## src/rtl/data_expander_if.sv

```systemverilog
// ndata_i: lane-parallel element beat with per-lane keep and end-of-stream marker.
// Handshake: a beat transfers on a clock edge where valid && ready; the source holds it stable until then.
interface ndata_i #(
  parameter type data_t       = logic [7:0],
  parameter int  NUM_ELEMENTS = 8
);
  logic                    valid;
  logic                    ready;
  data_t                   data [NUM_ELEMENTS];
  logic [NUM_ELEMENTS-1:0] keep;
  logic                    last;

  modport m (output valid, data, keep, last, input ready);
  modport s (input valid, data, keep, last, output ready);
endinterface

```

## src/rtl/data_expander.sv

```systemverilog
// data_expander: scatters a dense element stream into the lanes selected by a per-beat mask stream.
// Build macro DATA_EXPANDER_ZERO_FILL_EN drives unselected output lanes to zero.
module data_expander #(
  parameter type data_t       = logic [7:0],
  parameter int  NUM_ELEMENTS = 8
) (
  input  logic                    clk,
  input  logic                    rst_n,
  ndata_i.s                       in,
  input  logic                    mask_valid,
  output logic                    mask_ready,
  input  logic [NUM_ELEMENTS-1:0] mask,
  input  logic                    mask_last,
  ndata_i.m                       out,
  output logic                    underflow,
  output logic                    overflow,
  output logic                    o_dbg_state
);
  localparam int N  = NUM_ELEMENTS;
  localparam int B  = 2 * N;
  localparam int NW = $clog2(N);
  localparam int IW = $clog2(B);
  localparam int CW = IW + 1;

  typedef enum logic {ST_RUN = 1'b0, ST_DRAIN = 1'b1} state_t;

  function automatic logic [CW-1:0] popcnt(input logic [N-1:0] v);
    popcnt = '0;
    for (int i = 0; i < N; i++) popcnt = popcnt + CW'(v[i]);
  endfunction

  state_t          r_state;
  logic [CW-1:0]   r_cnt;
  logic            r_in_done;
  data_t           r_buf [B];
  logic            r_out_valid;
  logic            r_out_last;
  logic [N-1:0]    r_out_keep;
  data_t           r_out_data [N];
  logic            r_underflow;
  logic            r_overflow;

  logic [CW-1:0]   w_pop;
  logic [CW-1:0]   w_in_cnt;
  logic [CW-1:0]   w_used;
  logic [CW-1:0]   w_base;
  logic            w_run;
  logic            w_adv;
  logic            w_in_ready;
  logic            w_in_acc;
  logic            w_fire;
  logic            w_end_done;
  data_t           w_buf_nxt [B];
  logic [IW-1:0]   w_k [N];
  logic [N-1:0]    w_sel;
  data_t           w_lane [N];

  assign w_pop      = popcnt(mask);
  assign w_in_cnt   = popcnt(in.keep);
  assign w_run      = (r_state == ST_RUN);
  assign w_adv      = !r_out_valid || out.ready;
  assign w_in_ready = w_run ? ((r_cnt <= CW'(N)) && !r_in_done) : 1'b1;
  assign w_in_acc   = in.valid && w_in_ready;
  // Once the dense stream has ended, a short buffer no longer stalls the mask.
  assign w_fire     = w_run && mask_valid && w_adv && ((r_cnt >= w_pop) || r_in_done);
  assign w_used     = w_fire ? ((w_pop < r_cnt) ? w_pop : r_cnt) : '0;
  assign w_base     = r_cnt - w_used;
  assign w_end_done = r_in_done || (w_in_acc && in.last);

  // Shift out consumed elements and append the accepted beat behind the survivors.
  always_comb begin
    for (int j = 0; j < B; j++) begin
      w_buf_nxt[j] = r_buf[j];
      if (CW'(j) < w_base) begin
        w_buf_nxt[j] = r_buf[IW'(CW'(j) + w_used)];
      end else if (w_run && w_in_acc && (CW'(j) < w_base + w_in_cnt)) begin
        w_buf_nxt[j] = in.data[NW'(CW'(j) - w_base)];
      end
    end
  end

  // Lane i takes buffer slot k = number of selected lanes below it; missing slots read as zero.
  always_comb begin
    w_k[0] = '0;
    for (int i = 1; i < N; i++) w_k[i] = w_k[i-1] + IW'(mask[i-1]);
    for (int i = 0; i < N; i++) begin
`ifdef DATA_EXPANDER_ZERO_FILL_EN
      w_sel[i] = mask[i] && ({1'b0, w_k[i]} < r_cnt);
`else
      w_sel[i] = ({1'b0, w_k[i]} < r_cnt);
`endif
      w_lane[i] = '0;
      if (w_sel[i]) w_lane[i] = r_buf[w_k[i]];
    end
  end

  always_ff @(posedge clk) begin
    if (!rst_n) begin
      r_state     <= ST_RUN;
      r_cnt       <= '0;
      r_in_done   <= 1'b0;
      r_out_valid <= 1'b0;
      r_underflow <= 1'b0;
      r_overflow  <= 1'b0;
    end else begin
      r_buf <= w_buf_nxt;
      if (w_fire) begin
        r_out_valid <= 1'b1;
        r_out_keep  <= mask;
        r_out_last  <= mask_last;
        r_out_data  <= w_lane;
      end else if (w_adv) begin
        r_out_valid <= 1'b0;
      end
      case (r_state)
        ST_RUN: begin
          if (w_fire && r_in_done && (r_cnt < w_pop)) r_underflow <= 1'b1;
          if (w_fire && mask_last) begin
            // Leftover buffered elements or a beat accepted alongside the last mask are surplus.
            if ((r_cnt > w_pop) || (w_in_acc && (|in.keep))) r_overflow <= 1'b1;
            r_cnt     <= '0;
            r_in_done <= 1'b0;
            if (!w_end_done) r_state <= ST_DRAIN;
          end else begin
            r_cnt <= w_base + (w_in_acc ? w_in_cnt : '0);
            if (w_in_acc && in.last) r_in_done <= 1'b1;
          end
        end
        ST_DRAIN: begin
          if (w_in_acc) begin
            if (|in.keep) r_overflow <= 1'b1;
            if (in.last) begin
              r_state   <= ST_RUN;
              r_cnt     <= '0;
              r_in_done <= 1'b0;
            end
          end
        end
        default: r_state <= ST_RUN;
      endcase
    end
  end

  assign in.ready    = w_in_ready;
  assign mask_ready  = w_fire;
  assign out.valid   = r_out_valid;
  assign out.data    = r_out_data;
  assign out.keep    = r_out_keep;
  assign out.last    = r_out_last;
  assign underflow   = r_underflow;
  assign overflow    = r_overflow;
  assign o_dbg_state = r_state;
endmodule
```

## src/flat_wrapper.sv

```systemverilog
// flat-port wrapper written by rule: the top's interface ports become plain ports
module data_expander_flat 
#(
  parameter type data_t       = logic [7:0],
  parameter int  NUM_ELEMENTS = 8
)
  (clk, rst_n, mask_valid, mask_ready, mask, mask_last, underflow, overflow, o_dbg_state, in_valid, in_data, in_keep, in_last, in_ready, out_valid, out_data, out_keep, out_last, out_ready);
  ndata_i #(.data_t(data_t), .NUM_ELEMENTS(NUM_ELEMENTS)) in_i ();
  ndata_i #(.data_t(data_t), .NUM_ELEMENTS(NUM_ELEMENTS)) out_i ();
  input  logic clk;
  input  logic rst_n;
  input  logic mask_valid;
  output logic mask_ready;
  input  logic [NUM_ELEMENTS-1:0] mask;
  input  logic mask_last;
  output logic underflow;
  output logic overflow;
  output logic o_dbg_state;
  input wire logic [$bits(in_i.valid)-1:0] in_valid;
  input wire logic [$bits(in_i.data)-1:0] in_data;
  input wire logic [$bits(in_i.keep)-1:0] in_keep;
  input wire logic [$bits(in_i.last)-1:0] in_last;
  output wire logic [$bits(in_i.ready)-1:0] in_ready;
  output wire logic [$bits(out_i.valid)-1:0] out_valid;
  output wire logic [$bits(out_i.data)-1:0] out_data;
  output wire logic [$bits(out_i.keep)-1:0] out_keep;
  output wire logic [$bits(out_i.last)-1:0] out_last;
  input wire logic [$bits(out_i.ready)-1:0] out_ready;
  assign in_i.valid = in_valid;
  assign in_i.data = {>>{in_data}};
  assign in_i.keep = in_keep;
  assign in_i.last = in_last;
  assign in_ready = in_i.ready;
  assign out_valid = out_i.valid;
  assign out_data = {>>{out_i.data}};
  assign out_keep = out_i.keep;
  assign out_last = out_i.last;
  assign out_i.ready = out_ready;
  data_expander #(.data_t(data_t), .NUM_ELEMENTS(NUM_ELEMENTS)) u_core (.clk(clk), .rst_n(rst_n), .in(in_i), .mask_valid(mask_valid), .mask_ready(mask_ready), .mask(mask), .mask_last(mask_last), .out(out_i), .underflow(underflow), .overflow(overflow), .o_dbg_state(o_dbg_state));
endmodule
```

## config.mk

```make
export PLATFORM = sky130hd
export DESIGN_NAME = data_expander_flat
export DESIGN_NICKNAME = d
export VERILOG_FILES = /design/src/rtl/data_expander_if.sv /design/src/rtl/data_expander.sv /design/src/flat_wrapper.sv
export SDC_FILE = /design/constraint.sdc
export NUM_CORES = 1
export LEC_CHECK = 0
export ABC_CLOCK_PERIOD_IN_PS = 11900
export CELL_PAD_IN_SITES_DETAIL_PLACEMENT = 0
export CELL_PAD_IN_SITES_GLOBAL_PLACEMENT = 1
export CORE_MARGIN = 10
export CORE_UTILIZATION = 45
export DETAILED_ROUTE_END_ITERATION = 10
export PLACE_DENSITY_LB_ADDON = 0.3
export SLEW_MARGIN = 20
export SYNTH_ARGS = -nofsm -noshare
export SYNTH_HDL_FRONTEND = slang
export SYNTH_SLANG_ARGS = --single-unit
```

## constraint.sdc

```tcl
create_clock -name clk -period 11.9 [get_ports clk]
set_input_delay 1.785 -clock clk [delete_from_list [all_inputs] [get_ports clk]]
set_output_delay 1.785 -clock clk [all_outputs]
set_load 0.01 [all_outputs]
```

==> run summary, run 1 <==
Post-synth EDFFs: 201
Slew Viols, Final: 0
number of gates resized after CTS: 0
Fin Setup TNS: 0 ns
Die X: 251.1 µm
Initial Util: 45.56%
slew at the pin with the worst max-slew slack: 1.142 ns
drt pass-1 iters: 5
area leader, netlist: mux4_2
# fillers: 4467
critical path, cell by cell: clkdlybuf4s50_1, ha_1, inv_1, fa_1, fa_1, fa_1, xnor2_1, inv_1, ha_1, a21o_1, a2111oi_1, nor2_1, a32o_1, buf_4, fa_2, xnor2_4, buf_4, ha_1, nor2b_1, o21ai_0, nand2b_1, xnor2_1, nor2_1, o31a_1
clk buf depth: 3
Post-Syn Nets: 2043
die area: 63070 µm²
top post-synthesis cells by area: mux4_2 (33%), edfxtp_1 (25%), mux2i_1 (6.6%), mux2_2 (5.0%), ha_1 (3.1%)
DR vias/cell: 7.392
clk_skew: 0.02384 ns
register area share after synthesis: 25.94%
Tcrit/Tclk final: 86.83%
GR Util All Layers: 28.75%
routed vias: 19640
Critical Path Sink Type: flop
CTS sink cnt: 211
Avg Cell Area, Syn: 12.76 µm²
Post-Synthesis Cells: 1884
DRC Markers: 0
predominant post-synthesis flop cell: edfxtp_1
RSZ-0062 raised after global routing: false
largest stage delay on the critical path: 0.83 ns
Nets: 2110
critical path class: primary input to flop
Total Wirelength: 92250 µm
die span in y: 251.1 µm
core area: 52760 µm²
TritonCTS Buffers: 25
Synth Register Bits: 211
Post-DP HPWL: 71780 µm
Buffers & Inverters on Critical Path: 5
Final setup viols: 0
WP data required: 12.07 ns
Setup crit start kind: primary input
status: finished clean
Final GP Congestion: 0.9780
Max Fclk: 0.09678 GHz
initial antenna violation count: 5
mean routed wirelength per cell: 34.72 µm
largest net degree at the start of global routing: 79
cell area after synthesis: 24040 µm²
post-synth cell types: 75
first-pass GRT wire length: 134900 µm
Final min period: 10.33 ns
Slew Limit Headroom: 23.33%
vias in the first global route: 19150
GRT overflow: 0
commonest cells after routing, fill and taps aside: mux4_2 (350), edfxtp_1 (201), clkdlybuf4s50_1 (165)
Multi-input gate area: 16850 µm²
hold-fix buffers at CTS: 0
Max-Cap Viols: 0
Synth async-reset ratio: 0%
Skew-Pair Late Insertion Delay: 0.56 ns
yosys warns: 0
commonest non-fill, non-tap cell in the layout: mux4_2
post-CTS setup buffers: 0
# IOs: 166
H-tree Lvls: 1
final hold viol count: 0
storage element area: 6236 µm²
Clock Tree Root: clkbuf_16
PortBufs: 165
family with the most delay on the worst path: adder cells
crit path max fanout: 36
Max stage delay cell, worst path: ha_1
post-synth top area share: 32.79%
final antenna-violating net count: 0
CP arrival: 10.51 ns
share of cells above drive strength 1: 30.39%
Worst Hold Class: flop to flop
Layout area overhead: 12.41%
clock slew at reported path FFs: 0.07 ns
CTS tree: done
Rows: 84
Initial DRC Count: 3028
-- stage by stage --
step / instance area [µm²] / util (%) / instances / hold slack (ns) / setup WS (ns)
floorplan: 24040 / - / 1884 / 0.5047 / 1.668
global placement: 26230 / 49.71 / 2612 / 0.4466 / 1.317
detailed placement: 26230 / 49.71 / 2612 / 0.4526 / 1.128
CTS: 27000 / 51.17 / 2656 / 0.4687 / 1.697
global route: 27020 / 51.21 / 2656 / 0.4849 / 0.8778
finish: 27020 / 51.22 / 2657 / 0.4672 / 1.568
-- state kept, by name (all words and copies together), names as in the netlist, 5 cells and up --
signal	count
u_core.out.data	64
u_core.out.keep	8
u_core.r_buf	128
u_core.r_cnt	5
-- per-layer routing --
layer  up-vias  wire length [µm]  global-route usage, %  part of all wire, %
li1       7983                 -                      -                    -
met1      9963             36160                  39.28                   39
met2      1492             40590                  43.31                   44
met3       197             11790                  7.604                   13
met4         6              3659                  10.77                  4.0
met5         -                47                      0                0.051
-- area by class of cell --
class	count	area share, %
inverters	70	0.9816
clock buffers	32	2.412
multi-input cells	1427	62.35
diodes	1	0.009260
repair buffers	216	7.542
flip-flops and latches	211	23.08
clock inverters	12	0.4399
well taps	688	3.185
-- worst paths after layout --
| kind | slack, ns | cells after the start | to | from |
|---|---|---|---|---|
| setup / recovery | 1.57 | 24 | u_core.r_buf[52] | mask[0] |
| setup reg to reg | 5.67 | 17 | u_core.r_buf[52] | u_core.r_cnt[0] |
| hold reg to reg | 0.47 | 1 | u_core.overflow | u_core.overflow |
| hold / removal | 0.47 | 1 | u_core.overflow | u_core.overflow |
-- cells by family (layout without fill, tap and decap cells) --
| family | after synthesis | after routing | synth area share [%] |
|---|---|---|---|
| xor+xnor | 29 | 29 | 1.504 |
| fa+ha+maj | 72 | 72 | 4.153 |
| flops | 211 | 211 | 25.94 |
| buf+inv | 246 | 330 | 4.434 |
| other cells | 0 | 1 | 0 |
| simple gates | 379 | 379 | 8.385 |
| compound gates | 313 | 313 | 9.192 |
| mux | 634 | 634 | 46.39 |
-- synthesized netlist by cell type, types with 5 or more instances --
cell type	n
mux4_2	350
edfxtp_1	201
mux2i_1	159
clkbuf_1	114
mux2_2	107
a21oi_1	106
nor2_1	74
and3_1	68
inv_1	65
nand2_1	64
ha_1	59
a2111oi_0	57
and2_1	47
a211oi_1	41
nor2b_1	31
buf_2	27
nor3_1	23
a22oi_1	22
buf_1	22
o21ai_0	22
mux4_1	18
nor4_1	18
xnor2_1	16
fa_1	13
o21a_1	11
a21o_1	10
dfxtp_1	10
nand2b_1	10
nand3_1	10
nand4_1	10
a221oi_1	9
or2_2	7
buf_6	6
a31oi_1	5
inv_2	5
-- worst reg2reg max path, stage by stage, from the launching register on --
cell and delay, ns:
dfxtp_1 0.44, inv_1 0.41, ha_1 0.22, and4b_4 0.21, a2111oi_1 0.79, nor2_1 0.15, a32o_1 0.27, buf_4 0.27
fa_2 0.52, xnor2_4 0.17, buf_4 0.35, ha_1 0.34, nor2b_1 0.14, o21ai_0 0.14, nand2b_1 0.13, xnor2_1 0.21
nor2_1 0.44, o31a_1 0.63
Power of run 1 is not shown: default switching activity piles up to over one toggle a cycle in this logic, so the estimate is an artifact.
==> run 2: changes to the inputs <==
- SETUP_SLACK_MARGIN: default -> 0.5
==> results of run 2 <==
No change in the layout: final DEF, timing and power equal those of run 1.
Power of run 2 is left out for the same reason.
